===== src/rtl/seg_pkg.sv =====
// Shared types and constants for the seven-segment scan controller.
package seg_pkg;

    typedef enum logic {
        GUARD = 1'b0,
        SHOW  = 1'b1
    } state_t;

    localparam logic [6:0] SEG_OFF = 7'h7F;
    localparam logic [3:0] AN_OFF  = 4'hF;

    // Active-high segment patterns, bit order g..a.
    localparam logic [6:0] SEG_HEX [16] = '{
        7'h3F, 7'h06, 7'h5B, 7'h4F, 7'h66, 7'h6D, 7'h7D, 7'h07,
        7'h7F, 7'h6F, 7'h77, 7'h7C, 7'h39, 7'h5E, 7'h79, 7'h71
    };

    // True when digit i is a leading zero (all digits i..3 are zero); digit 0 never blanks.
    function automatic logic lz_blank(input logic [15:0] d, input logic [1:0] i);
        case (i)
            2'd0:    return 1'b0;
            2'd1:    return (d[15:4] == 12'h000);
            2'd2:    return (d[15:8] == 8'h00);
            default: return (d[15:12] == 4'h0);
        endcase
    endfunction

endpackage


===== src/rtl/seg_scan_ctrl_hex_to_seg7.sv =====
// Combinational hex nibble to active-high seven-segment pattern (g..a).
module hex_to_seg7
    import seg_pkg::*;
(
    input  logic [3:0] nib,
    output logic [6:0] seg
);

    assign seg = SEG_HEX[nib];

endmodule


===== src/rtl/seg_scan_ctrl.sv =====
// Four-digit seven-segment scan scheduler with guard blanking and frame-aligned updates.
// Optional leading-zero suppression is enabled by defining SEG_LZ_BLANK_EN.
module seg_scan_ctrl
    import seg_pkg::*;
#(
    parameter int TICK_DIV  = 100000,
    parameter int GUARD_CYC = 16
) (
    input  logic        clk,
    input  logic        rst,
    input  logic [15:0] digits,
    input  logic [3:0]  dp_in,
    input  logic [3:0]  en_mask,
    input  logic        upd_req,
    output logic        upd_ack,
    output logic        frame_start,
    output logic [3:0]  an,
    output logic [6:0]  seg,
    output logic        dp
);

    localparam int MAXV = (TICK_DIV > GUARD_CYC) ? TICK_DIV : GUARD_CYC;
    localparam int CW   = $clog2(MAXV);
    localparam logic [CW-1:0] SHOW_LOAD  = CW'(TICK_DIV - 1);
    localparam logic [CW-1:0] GUARD_LOAD = CW'(GUARD_CYC - 1);

    state_t        state, state_nx;
    logic [1:0]    idx, idx_nx;
    logic [CW-1:0] cnt, cnt_nx;
    logic [15:0]   disp_reg, disp_nx;
    logic [3:0]    dp_reg, dp_reg_nx;
    logic [3:0]    an_nx;
    logic [6:0]    seg_nx;
    logic          dp_nx, upd_ack_nx, frame_start_nx;
    logic          boundary, load, blank;
    logic [3:0]    nib;
    logic [6:0]    seg_hi;

    assign boundary  = (state == GUARD) && (cnt == '0) && (idx == 2'd0);
    assign load      = boundary && upd_req;
    assign disp_nx   = load ? digits : disp_reg;
    assign dp_reg_nx = load ? dp_in : dp_reg;

    // Decode from the post-load value so a fresh update shows in the ack cycle.
    assign nib = disp_nx[{idx, 2'b00} +: 4];

    hex_to_seg7 u_dec (
        .nib (nib),
        .seg (seg_hi)
    );

`ifdef SEG_LZ_BLANK_EN
    assign blank = lz_blank(disp_nx, idx);
`else
    assign blank = 1'b0;
`endif

    always_comb begin
        state_nx       = state;
        idx_nx         = idx;
        cnt_nx         = cnt - CW'(1);
        an_nx          = an;
        seg_nx         = seg;
        dp_nx          = dp;
        upd_ack_nx     = 1'b0;
        frame_start_nx = 1'b0;
        case (state)
            GUARD: begin
                if (cnt == '0) begin
                    state_nx       = SHOW;
                    cnt_nx         = SHOW_LOAD;
                    frame_start_nx = (idx == 2'd0);
                    upd_ack_nx     = load;
                    an_nx          = en_mask[idx] ? ~(4'b0001 << idx) : AN_OFF;
                    seg_nx         = blank ? SEG_OFF : ~seg_hi;
                    dp_nx          = ~dp_reg_nx[idx];
                end
            end
            SHOW: begin
                if (cnt == '0) begin
                    state_nx = GUARD;
                    cnt_nx   = GUARD_LOAD;
                    idx_nx   = idx + 2'd1;
                    an_nx    = AN_OFF;
                    seg_nx   = SEG_OFF;
                    dp_nx    = 1'b1;
                end
            end
            default: begin
                state_nx = GUARD;
                cnt_nx   = GUARD_LOAD;
            end
        endcase
    end

    // Reset preloads the first guard interval so the first lit slot follows GUARD_CYC off cycles.
    always_ff @(posedge clk) begin
        if (!rst) begin
            state       <= GUARD;
            idx         <= 2'd0;
            cnt         <= GUARD_LOAD;
            disp_reg    <= 16'h0000;
            dp_reg      <= 4'h0;
            an          <= AN_OFF;
            seg         <= SEG_OFF;
            dp          <= 1'b1;
            upd_ack     <= 1'b0;
            frame_start <= 1'b0;
        end else begin
            state       <= state_nx;
            idx         <= idx_nx;
            cnt         <= cnt_nx;
            disp_reg    <= disp_nx;
            dp_reg      <= dp_reg_nx;
            an          <= an_nx;
            seg         <= seg_nx;
            dp          <= dp_nx;
            upd_ack     <= upd_ack_nx;
            frame_start <= frame_start_nx;
        end
    end

endmodule


===== config.mk =====
export PLATFORM = sky130hd
export DESIGN_NAME = seg_scan_ctrl
export DESIGN_NICKNAME = d
export VERILOG_FILES = /design/src/rtl/seg_pkg.sv /design/src/rtl/seg_scan_ctrl_hex_to_seg7.sv /design/src/rtl/seg_scan_ctrl.sv
export SDC_FILE = /design/constraint.sdc
export NUM_CORES = 1
export LEC_CHECK = 0
export CAP_MARGIN = 25
export CORE_ASPECT_RATIO = 0.8
export CORE_MARGIN = 1.5
export CORE_UTILIZATION = 40
export DETAILED_ROUTE_END_ITERATION = 10
export HOLD_SLACK_MARGIN = 0.02
export PLACE_DENSITY = 0.68
export SETUP_SLACK_MARGIN = 0.4
export SLEW_MARGIN = 0
export SYNTH_ARGS = -nofsm -noshare
export SYNTH_HDL_FRONTEND = slang
export SYNTH_SLANG_ARGS = --single-unit

===== constraint.sdc =====
create_clock -name clk -period 4.28 [get_ports clk]
set_input_delay 0.428 -clock clk [delete_from_list [all_inputs] [get_ports clk]]
set_output_delay 0.428 -clock clk [all_outputs]
set_load 0.01 [all_outputs]

==> impl_metrics.py <==
metrics = {
    "status": {
        "outcome": "finished, final reports clean",
    },
    "floorplanning": {
        "fp.dieW_um": 97.5,
        "ios": 41,
        "start_util_pct": 41.4,
        "coreArea_sq_um": 6890,
        "fp.dieH_um": 78.6,
        "fp-row-count": 27,
        "die_area_sq_um": 7660,
    },
    "synthesis": {
        "yosysMostFrequentCell": "dfxtp_1",
        "synth_edf_count": 0,
        "yosys-top-cells-count": "dfxtp_1, nand2_1, mux2i_1, nor2_1",
        "ys.flop_type": "dfxtp_1",
        "ys.warnings.count": 0,
        "synthCells": 302,
        "ys_types": 44,
        "netlist_area_sq_um": 2860,
        "synth.area.top_cells": "dfxtp_1, mux2i_1, ha_1",
        "synth_area_leader_cell": "dfxtp_1",
        "postSynthAreaPerCell_sq_um": 9.46,
        "ys_seq_area_share_pct": 37.8,
        "syn_nets": 345,
        "synthArstFlopShare_pct": 0,
        "synth_seq_cells": 54,
        "synth_top_area_share_pct": 37.8,
    },
    "final_layout": {
        "design.final.nets": 390,
        "n_antenna_cell": 0,
        "largest_reg_flops": 17,
        "multi_input_area_sq_um": 1700,
        "seq_area_sq_um": 1080,
        "area_growth_pct": 22.4,
        "final_util_pct": 50.7,
        "fill_cells": 638,
        "drive_gt1_share_pct": 10.3,
    },
    "clock_tree": {
        "cts_hold_buf": 0,
        "cts-htree-levels": 2,
        "cts_buffer_depth": 2,
        "path_clk_slew_ps": 100,
        "insertion_delay_ps": 310,
        "clk_root_buffer_cell": "clkbuf_8",
        "cts-buffers-inserted": 5,
        "cts_tree": "done",
        "cts.sinks": 54,
    },
    "timing": {
        "relSlewSlack_pct": 58.6,
        "tightest_slew_ps": 617,
        "grt_setup_unrepaired": "false",
        "fin_crit_sh_pct": 86.2,
        "max_freq_mhz": 271,
        "period_needed_ps": 3690,
        "holdWs_ps": 425,
        "hold_viol": 0,
        "slew_violations": 0,
        "finalClockSkew_ps": 10.8,
        "setup_violations": 0,
        "timing.setup.tns_ps": 0,
    },
    "placed_design": {
        "port_buffers": 40,
        "globalplace.congestion": 0.823,
        "dp_hpwl_mm": 4.37,
    },
    "critical_path": {
        "cp_slowest_cell": "mux4_2",
        "crit_chain": "or3_1 -> or3_1 -> or4b_4 -> inv_2 -> ha_1 -> and3_4 -> mux4_2 -> ha_1 -> or3b_1 -> a21oi_1 -> nor3_1",
        "crit_type": "reg -> reg",
        "cp-end-kind": "register",
        "critPathMaxFanout": 6,
        "arrival_ps": 3890,
        "critPathTopFamily": "simple AND/OR/NAND/NOR gates",
        "crit_required_ps": 4480,
        "worst-path-buf-inv": 1,
        "cp_slowest_stage_delay_ps": 600,
        "crit_path_start_kind": "register",
    },
    "min_path": {
        "hold_class": "reg -> reg",
    },
    "pwr": {
        "pwr-share-seq_pct": 59.3,
        "power.switching_uw": 188,
        "p_comb_share_pct": 6.5,
        "p_leak_nw": 1.29,
        "cellPowerDensity_nw_per_um2": 244,
        "p_clk_share_pct": 34.2,
        "p_int_uw": 667,
        "ir_drop_v": 0.000126,
        "p_sw_share_pct": 22.0,
    },
    "drt": {
        "drt_iter0_markers": 123,
        "dr.pass1.iters": 4,
        "vias": 2230,
        "drc": 0,
        "ant_nets": 0,
        "via_per_inst": 5.13,
        "wl_per_cell_um": 14.1,
        "drt_wl_total_mm": 6.13,
    },
    "global_routing": {
        "grtUsageTotal_pct": 16.8,
        "grt_first_pass_wirelength_mm": 10.5,
        "antenna_found_initial": 0,
        "grt_pass1_vias": 2055,
        "grt_max_degree": 32,
        "grt_overflow": 0,
    },
    "run": {
        "drv_cap": 0,
    },
}
## through the flow
| stage | setup WS, ps | cell area (sq um) | std cells | power (mW) |
|---|---|---|---|---|
| floorplan | 613 | 2860 | 302 | 0.540 |
| global placement | 510 | 3340 | 422 | 0.573 |
| detailed placement | 389 | 3340 | 422 | 0.573 |
| CTS | 475 | 3440 | 430 | 0.864 |
| global route | 397 | 3500 | 435 | 0.894 |
| finish | 591 | 3500 | 435 | 0.854 |
## area by class of cell
cell class	instances	share of cell area [%]
clock buffers	6	2.36
clock inverters	2	0.358
inverters	9	0.966
multi-input cells	227	48.7
flip-flops and latches	54	30.9
well taps	87	3.11
repair buffers	50	13.6
## cells in the final DEF (no fill, tap or decap), types with 4 or more instances in the layout
cell type	count
dfxtp_1	54
nand2_1	47
clkdlybuf4s50_1	40
mux2i_1	27
nor2_1	17
a21boi_0	16
ha_1	16
xnor2_1	12
xor2_1	12
buf_4	10
nor3_1	8
inv_1	7
o21ai_0	7
mux4_2	6
nor2b_1	6
a21oi_1	6
clkbuf_8	6
nand3_1	5
o21ai_1	4
## what timing repair did
action	in CTS	in global routing
setup buffers	0	4
gates resized for setup	1	2
pin swaps	0	0
endpoints found under the setup margin	1	7
cloned	0	1
## worst paths after layout
path         depth (start not counted)                   to  slack, ps               start
max                                 11  seg[0]$_SDFFE_PN1P_        590  cnt[11]$_SDFF_PN0_
min                                  1    cnt[0]$_SDFF_PN1_        420   cnt[0]$_SDFF_PN1_
max reg2reg                         11  seg[0]$_SDFFE_PN1P_        590  cnt[11]$_SDFF_PN0_
min reg2reg                          1    cnt[0]$_SDFF_PN1_        420   cnt[0]$_SDFF_PN1_
## kinds of logic (layout without fill, tap and decap cells)
family	Yosys count	count (layout)	share of synthesized area, %
mux	34	35	14.6
simple gates	106	106	18.4
xor+xnor	24	24	7.36
compound gates	46	46	11.1
fa+ha+maj	16	16	7.01
buf+inv	22	67	3.68
flops	54	54	37.8
## metal layers
metal | global-route usage (%) | vias up | wire length [um]
li1 | - | 1135 | -
met1 | 25.4 | 1045 | 3240
met2 | 24.0 | 45 | 2570
met3 | 3.47 | 5 | 255
met4 | 4.29 | 0 | 56
met5 | 0 | - | 0
## power by group through the flow
| stage | logic [mW] | clock network (mW) | registers [mW] |
|---|---|---|---|
| floorplan | 0.0217 | 0 | 0.518 |
| global placement | 0.0545 | 0 | 0.518 |
| detailed placement | 0.0549 | 0 | 0.519 |
| CTS | 0.0552 | 0.302 | 0.507 |
| global route | 0.0602 | 0.326 | 0.508 |
| finish | 0.0555 | 0.292 | 0.507 |
No activity file was read; power rests on OpenSTA's default activity.
